===== config.mk =====
export PLATFORM = sky130hd
export DESIGN_NAME = palette_ctrl
export DESIGN_NICKNAME = d
export VERILOG_FILES = /design/src/rtl/palette_pkg.sv /design/src/rtl/palette_rr_arb.sv /design/src/rtl/palette_ctrl.sv
export SDC_FILE = /design/constraint.sdc
export NUM_CORES = 1
export LEC_CHECK = 0
export BUFFER_PORTS_ARGS = -buffer_cell sky130_fd_sc_hd__buf_2
export CORE_UTILIZATION = 45
export CTS_CLUSTER_DIAMETER = 50
export DETAILED_ROUTE_END_ITERATION = 16
export GPL_TIMING_DRIVEN = 0
export PLACE_DENSITY = 0.67
export SKIP_CTS_REPAIR_TIMING = 1
export SYNTH_ARGS = -nofsm -noshare
export SYNTH_HDL_FRONTEND = slang
export SYNTH_SLANG_ARGS = --single-unit

===== constraint.sdc =====
create_clock -name clk -period 2.1 [get_ports clk]
set_input_delay 0 -clock clk [delete_from_list [all_inputs] [get_ports clk]]
set_output_delay 0 -clock clk [all_outputs]
set_load 0.05 [all_outputs]

===== src/rtl/palette_pkg.sv =====
// ============================================================================
// Module : palette_pkg
// Shared constants and types for the PPU palette controller.
// Rev 1.0 - initial release
// ============================================================================
`default_nettype none

package palette_pkg;
  localparam int RGB_BIT    = 12;
  localparam int PAL_ADDR_W = 4;
  localparam int N_ENTRY    = 16;
  localparam int N_REQ      = 2;

  localparam logic [PAL_ADDR_W-1:0] LAST_ENTRY = PAL_ADDR_W'(N_ENTRY - 1);

  typedef enum logic [0:0] {
    ST_IDLE = 1'b0,
    ST_COPY = 1'b1
  } state_e;

  localparam logic REQ_BG = 1'b0;
  localparam logic REQ_SP = 1'b1;
endpackage

`default_nettype wire


===== src/rtl/palette_rr_arb.sv =====
// ============================================================================
// Module : palette_rr_arb
// Two-way round-robin arbiter with a hold-off input that blocks all grants.
// Rev 1.0 - initial release
// ============================================================================
`default_nettype none

module palette_rr_arb
  import palette_pkg::*;
(
  input  logic             clk,
  input  logic             rst_n,
  input  logic [N_REQ-1:0] req_i,
  input  logic             hold_i,
  output logic [N_REQ-1:0] gnt_o
);

  logic lastGnt_q;

  always_comb begin
    gnt_o = '0;
    if (!hold_i) begin
      if (req_i[REQ_BG] && req_i[REQ_SP]) begin
        // Contention goes to whoever was not served last.
        gnt_o[REQ_SP] = (lastGnt_q == REQ_BG);
        gnt_o[REQ_BG] = (lastGnt_q == REQ_SP);
      end else begin
        gnt_o = req_i;
      end
    end
  end

  always_ff @(posedge clk or negedge rst_n) begin
    if (!rst_n) begin
      lastGnt_q <= REQ_BG;
    end else if (|gnt_o) begin
      lastGnt_q <= gnt_o[REQ_SP] ? REQ_SP : REQ_BG;
    end
  end

endmodule

`default_nettype wire


===== src/rtl/palette_ctrl.sv =====
// ============================================================================
// Module : palette_ctrl
// Shadow/active palette tables with vblank-gated commit and a shared read port.
// Rev 1.0 - initial release
// ============================================================================
`default_nettype none

module palette_ctrl #(
  parameter int RGB_BIT = palette_pkg::RGB_BIT
) (
  input  logic                              clk,
  input  logic                              rst_n,
  input  logic                              cpuWrEn,
  input  logic [palette_pkg::PAL_ADDR_W-1:0] cpuWrAddr,
  input  logic [RGB_BIT-1:0]                cpuWrData,
  input  logic                              cpuCommit,
  input  logic                              vblank,
  output logic                              commitBusy,
  output logic                              commitDone,
  input  logic                              bgReq,
  input  logic [1:0]                        bgPalette,
  input  logic [1:0]                        bgIdx,
  output logic                              bgGnt,
  output logic                              bgValid,
  output logic [RGB_BIT-1:0]                bgColor,
  input  logic                              spReq,
  input  logic [1:0]                        spPalette,
  input  logic [1:0]                        spIdx,
  output logic                              spGnt,
  output logic                              spValid,
  output logic [RGB_BIT-1:0]                spColor
);
  import palette_pkg::*;

  logic [RGB_BIT-1:0]    shadow_q [N_ENTRY];
  logic [RGB_BIT-1:0]    active_q [N_ENTRY];
  state_e                state_q;
  logic                  pending_q;
  logic [PAL_ADDR_W-1:0] cnt_q;
  logic                  commitDone_q;
  logic                  bgValid_q, spValid_q;
  logic [RGB_BIT-1:0]    bgColor_q, spColor_q;
  logic [N_REQ-1:0]      w_req, w_gnt;

  always_ff @(posedge clk or negedge rst_n) begin
    if (!rst_n) begin
      for (int i = 0; i < N_ENTRY; i++) shadow_q[i] <= '0;
    end else if (cpuWrEn) begin
      shadow_q[cpuWrAddr] <= cpuWrData;
    end
  end

  // A write landing on the entry being copied loses: the copy reads the old shadow.
  always_ff @(posedge clk or negedge rst_n) begin
    if (!rst_n) begin
      state_q      <= ST_IDLE;
      pending_q    <= 1'b0;
      cnt_q        <= '0;
      commitDone_q <= 1'b0;
      for (int i = 0; i < N_ENTRY; i++) active_q[i] <= '0;
    end else begin
      commitDone_q <= 1'b0;
      case (state_q)
        ST_IDLE: begin
          if (pending_q && vblank) begin
            state_q   <= ST_COPY;
            cnt_q     <= '0;
            pending_q <= cpuCommit;
          end else if (cpuCommit) begin
            pending_q <= 1'b1;
          end
        end
        ST_COPY: begin
          active_q[cnt_q] <= shadow_q[cnt_q];
          cnt_q           <= cnt_q + 1'b1;
          if (cpuCommit) pending_q <= 1'b1;
          if (cnt_q == LAST_ENTRY) begin
            state_q      <= ST_IDLE;
            commitDone_q <= 1'b1;
          end
        end
        default: state_q <= ST_IDLE;
      endcase
    end
  end

  assign w_req[REQ_BG] = bgReq;
  assign w_req[REQ_SP] = spReq;

  palette_rr_arb u_arb (
    .clk    (clk),
    .rst_n  (rst_n),
    .req_i  (w_req),
    .hold_i (state_q == ST_COPY),
    .gnt_o  (w_gnt)
  );

  always_ff @(posedge clk or negedge rst_n) begin
    if (!rst_n) begin
      bgValid_q <= 1'b0;
      spValid_q <= 1'b0;
      bgColor_q <= '0;
      spColor_q <= '0;
    end else begin
      bgValid_q <= w_gnt[REQ_BG];
      spValid_q <= w_gnt[REQ_SP];
      if (w_gnt[REQ_BG]) bgColor_q <= active_q[{bgPalette, bgIdx}];
      if (w_gnt[REQ_SP]) spColor_q <= active_q[{spPalette, spIdx}];
    end
  end

  assign commitBusy = pending_q | (state_q == ST_COPY);
  assign commitDone = commitDone_q;
  assign bgGnt      = w_gnt[REQ_BG];
  assign spGnt      = w_gnt[REQ_SP];
  assign bgValid    = bgValid_q;
  assign spValid    = spValid_q;
  assign bgColor    = bgColor_q;
  assign spColor    = spColor_q;

endmodule

`default_nettype wire


After elaboration in Yosys (flattened, before gate mapping)
Cells that the tools add are included.
{"block": "totals", "ff_bits": 418, "input_bits": 31, "elab_cells": 90, "out_inout_bits": 30}
{"block": "op_classes", "n_eq_ne": 2, "n_reduce_logical": 5, "n_mux": 28, "n_addsub": 1, "order_cmp": 6, "bitwise": 7}
{"operator": "192-bit bitwise mux", "n": 2}
{"operator": "12-bit binary-select mux with 4-bit select", "n": 3}
{"operator": "12-bit demux with 4-bit select", "n": 2}
{"operator": "12-bit two-way mux", "n": 8}
{"operator": "5-bit greater-or-equal comparator, second input constant", "n": 4}
{"operator": "4-bit NOT with 5-bit output", "n": 4}
{"operator": "5-bit by 1-bit less-than comparator with 1-bit output, second input constant", "n": 2}
{"operator": "4-bit case mux with 2 select lines", "n": 1}
{"operator": "1-bit two-way mux", "n": 7}
{"operator": "4-bit by 1-bit adder with 4-bit output, second input constant", "n": 1}
{"operator": "4-bit equality test, second input constant", "n": 1}
{"operator": "1-bit logical AND", "n": 4}
{"operator": "2-bit two-way mux", "n": 2}
{"operator": "4-bit two-way mux", "n": 1}
{"operator": "1-bit case mux with 2 select lines", "n": 2}
{"operator": "2-bit inequality test, second input constant", "n": 1}
{"operator": "1-bit NOT", "n": 2}
{"operator": "2-bit OR reduction", "n": 1}
{"operator": "1-bit OR", "n": 1}

Longest topological paths before layout
{"block": "logic_depth", "ltp_word": 6, "depth_mapped": 8}

Modules after synthesis
From an unflattened synthesis, not the netlist that was laid out.
{"block": "unflattened", "cells_unflattened": 1243, "area_unflattened_um2": 19792.7}
{"mod": "palette_ctrl", "instances": 1, "seq_area_each_um2": 10435.0, "area_each_um2": 19722.7, "cells_per_inst": 1236}
{"mod": "palette_rr_arb", "instances": 1, "seq_area_each_um2": 25.0, "area_each_um2": 70.1, "cells_per_inst": 7}

Worst setup path after synthesis
OpenSTA, ideal clock, no wires.
{"block": "synth_path", "path_type": "reg2reg", "from": "register cnt_q[1]", "to": "register active_q[85] in the netlist's numbering", "setup_time_ps": 125, "stages_incl_launch_ff": 8, "arrival_ps": 1999, "setup_slack_ps": -23, "n_path_buf": 3, "t_required_ps": 1975, "cell_sequence": "dfrtp_1 clkbuf_1 buf_1 inv_1 ha_1 nand3_1 buf_1 mux2_2"}
{"block": "synth_via", "elab_chain_len": 6, "elab_cells_between_ends": 10, "cone_classes": "2 x order compare; 6 x mux; 1 x bitwise; 1 x reduce/logical"}
{"item": "start: declaration", "line": "palette_ctrl.sv:39", "source": "logic [PAL_ADDR_W-1:0] cnt_q;"}
{"item": "start signal: assignment", "line": "palette_ctrl.sv:75", "source": "cnt_q <= cnt_q + 1'b1;"}
{"item": "4-bit NOT with 5-bit output (implied by the code) *", "line": "palette_ctrl.sv:74", "source": "active_q[cnt_q] <= shadow_q[cnt_q];"}
{"item": "5-bit greater-or-equal comparator (implied by the code) / 5-bit by 1-bit less-than comparator with 1-bit output (equally long branches)", "line": "palette_ctrl.sv:74"}
{"item": "1-bit logical AND (implied by the code)", "line": "palette_ctrl.sv:74"}
{"item": "12-bit two-way mux (implied by the code)", "line": "palette_ctrl.sv:74"}
{"item": "12-bit demux with 4-bit select", "line": "palette_ctrl.sv:74"}
{"item": "192-bit bitwise mux *", "line": "palette_ctrl.sv:74"}
{"item": "end signal: indexed assignment", "line": "palette_ctrl.sv:74"}
{"item": "end: declaration", "line": "palette_ctrl.sv:36", "source": "logic [RGB_BIT-1:0] active_q [N_ENTRY];"}
Mark *: on every way between the ends. The rest lies on a longest branch, timed or not. The select of a mux whose other input is x is not followed.
A chain may end at the register's enable or synchronous reset.

Worst setup path after layout
{"block": "layout_path", "from": "register cnt_q[1]", "to": "register active_q[105] in the netlist's numbering"}
Same word-level chain as after synthesis.

==> flow_summary_export.csv <==
group,metric,value,unit
floorplan,core_area,0.0435,mm2
floorplan,die_x,213,um
floorplan,initial_core_util,45.9,%
synth,netlist_instances,1264,
route,drc,0,
finish,instances_no_fill,2029,
placement,portBuffers,55,
synth,synth_edf_count,0,
clock_tree,cts_made_buffers,48,
clock_tree,cts.reportedPaths.clkPinSlew,0.06,ns
global_route,grt_use_total,23.3,%
clock_tree,cts-root-buf,"clkbuf_16",
setup_path,rr_startpoint,"cnt_q[1]$_DFFE_PN0P_",
worst_hold_path,hold_class,"in2reg",
sta,skew,0.0242,ns
finish,drive_gt1_share,51.4,%
global_route,overflow,0,
route,antenna_left,0,
synth,ys.flop_type,"dfrtp_1",
setup_path,critPathMaxFanout,10,
setup_path,endpoint,"active_q[105]$_DFFE_PN0P_",
setup_path,criticalPathCategory,"reg2reg",
setup_path,r2r_cells,4,
setup_path,reg2reg_to,"active_q[105]$_DFFE_PN0P_",
clock_tree,cts_tree,"built",
power_and_ir_drop,power.density,1410,mW/mm2
power_and_ir_drop,total_leakage_power,10.2,nW
setup_path,endpoint_kind,"register",
run,drv_cap,0,
clock_tree,cts_buffer_depth,3,
finish,final_nets,1441,
setup_path,crit_path_start_kind,"register",
setup_path,cp.arrival,2.51,ns
route,wl_per_cell,25.1,um
placement,dp_cells,1907,
route,dr_total_vias,11910,
setup_path,critPathMaxStageDelay,0.64,ns
sta,worst_hold_slack,-0.0502,ns
synth,synthesis.area,0.0200,mm2
outcome,status,"complete, but fails checks",
floorplan,num_rows,76,
placement,dp_hpwl,35.1,mm
sta,finalMaxSlewViolations,0,
finish,syn_to_final_growth,16.2,%
synth,synthArstFlopShare,100,%
sta,tns,0,ns
synth,ys_warn_count,0,
floorplan,die_h,213,um
sta,tightest_slew,0.810,ns
route,wl,50.8,mm
synth,ys_seq_elements,418,
power_and_ir_drop,peakVddDrop,0.877,mV
setup_path,crit_required,2.55,ns
sta,period_share,97.8,%
clock_tree,clock_sinks,418,
synth,postSynthAreaPerCell,15.8,um2
power_and_ir_drop,finalPower,32.6,mW
setup_path,slowest_stage,"buf_1",
route,dr.pass1.iters,5,
sta,max_clock_freq,487,MHz
route,first_iter_violations,750,
sta,report.final.setup_viol,0,
finish,fillers,3538,
global_route,grt_start_max_net_pins,128,
setup_path,worstPathCellList,"ha_1 -> nand4b_1 -> buf_1 -> mux2_2",
synth,seq_area_frac_synth,52.4,%
clock_tree,worstSkewPairLatency,0.58,ns
route,viasPerCell,5.87,
placement,gp_congestion,0.862,
setup_path,worstSetupStartpoint,"cnt_q[1]$_DFFE_PN0P_",
synth,netlist-cell-type-count,41,
sta,fin_crit,2.05,ns
global_route,grt_pass1_wl,77.1,mm
floorplan,ios,61,
global_route,antenna_found_initial,0,
sta,rsz0062_at_grt,"yes",
sta,slew_headroom,46.0,%
clock_tree,htree_levels,2,
floorplan,die_area,0.0452,mm2
global_route,grt_pass1_vias,12167,
outcome,violations,"hold timing",
sta,hold_viol_final,4,
synth,syn_nets,1299,
setup_path,reg2reg_slack,0.05,ns
## cell usage in the layout, fill, tap and decap left out, drive strengths merged, types with 5 or more instances in the layout
cell type,instances
dfrtp,418
mux2,376
mux4,138
buf,129
clkbuf,102
nand2,51
mux2i,45
dlygate4sd3,25
o21ai,25
a2bb2oi,22
nor2,16
nor2b,11
nand3,10
nand2b,9
clkinv,9
inv,8
nand4,5
a211oi,5
## per-stage QoR
step	setup WS [ns]	util (%)	area [um2]
after global routing	-0.0368	53.3	23200
final	0.0456	53.4	23200
after detailed placement	-0.723	48.5	21100
after CTS	-0.734	52.1	22600
after global placement	-7.17	48.3	21000
after floorplan	0.0411	-	20000
## critical path: cells and delay by family, from the launching register on
family	cells	cell delay, ns
simple gates	1	0.19
flops	1	0.42
mux	1	0.41
fa+ha+maj	1	0.27
buf+inv	1	0.64
## worst min path at each step
stage               slack, ns          from  cells past startpoint                        end
floorplan               -0.30         rst_n                      0    active_q[0]$_DFFE_PN0P_
global placement         0.23     cpuCommit                      2        pending_q$_DFF_PN0_
detailed placement       0.10         rst_n                      1  active_q[164]$_DFFE_PN0P_
CTS                     -0.52         rst_n                      1  active_q[175]$_DFFE_PN0P_
global route            0.002  cpuWrAddr[1]                      4   shadow_q[84]$_DFFE_PN0P_
finish                  -0.05      bgIdx[0]                      3    bgColor[10]$_DFFE_PN0P_
## layout make-up
type	instances	area [um2]	share of cell area, %
sequential	418	10500	45.1
multi-input combinational	746	8960	38.7
clock buffer	70	1410	6.06
timing repair buffer	92	748	3.23
tap	585	732	3.16
buffer	94	673	2.90
clock inverter	17	176	0.761
inverter	6	26.3	0.113
antenna	1	2.50	0.0108
## where the power goes
part	leakage, nW	internal [mW]	switching, mW
Sequential	5.24	10.8	1.86
Combinational	4.19	6.01	5.57
Clock	0.780	5.00	3.35
## flip-flops by register name (all words and copies together), names as in the netlist
signal           flops
pending_q            1
active_q           192
spColor             12
commitDone           1
u_arb.lastGnt_q      1
bgColor             12
bgValid              1
cnt_q                4
shadow_q           192
state_q              1
spValid              1
## synth_stat cells, types with 2 or more instances
library cell | instances | area [um2]
ha_1 | 4 | 50.1
nand2_1 | 51 | 191
buf_1 | 5 | 18.8
mux2i_1 | 45 | 450
nand4_1 | 5 | 31.3
a2111oi_0 | 2 | 17.5
nand2b_1 | 9 | 56.3
clkbuf_1 | 20 | 75.1
buf_12 | 2 | 40.0
o22ai_1 | 2 | 12.5
mux2_2 | 376 | 4230
nor2_1 | 16 | 60.1
buf_6 | 9 | 101
nor3_1 | 3 | 15.0
nor2b_1 | 11 | 68.8
buf_2 | 46 | 230
nor4_1 | 2 | 12.5
clkbuf_8 | 3 | 41.3
buf_4 | 8 | 60.1
nand3_1 | 10 | 50.1
nand4b_1 | 3 | 26.3
o21ai_0 | 4 | 20.0
mux4_2 | 130 | 2930
inv_1 | 6 | 22.5
mux4_1 | 8 | 210
a221o_1 | 2 | 20.0
a21o_1 | 2 | 15.0
nand3b_1 | 4 | 30.0
a2bb2oi_1 | 22 | 193
a21oi_1 | 2 | 10.0
dfrtp_1 | 418 | 10500
a211oi_1 | 5 | 37.5
o21ai_1 | 21 | 105
## per-layer routing
metal	vias up	global-route usage, %	routed length, um
met5	-	0	0
met4	0	8.63	1570
met2	310	35.9	23800
met1	6430	33.1	22800
met3	85	4.24	2670
li1	5085	-	-
## cell families (layout without fill, tap and decap cells)
logic type / Yosys count / in the layout / share of synthesized area [%]
fa+ha+maj: 4 / 4 / 0.251
mux: 559 / 559 / 39.2
other cells: 0 / 1 / 0
compound gates: 65 / 65 / 2.28
flops: 418 / 418 / 52.4
simple gates: 118 / 118 / 2.88
buf+inv: 100 / 279 / 2.99
No activity file was read; power rests on OpenSTA's default activity.
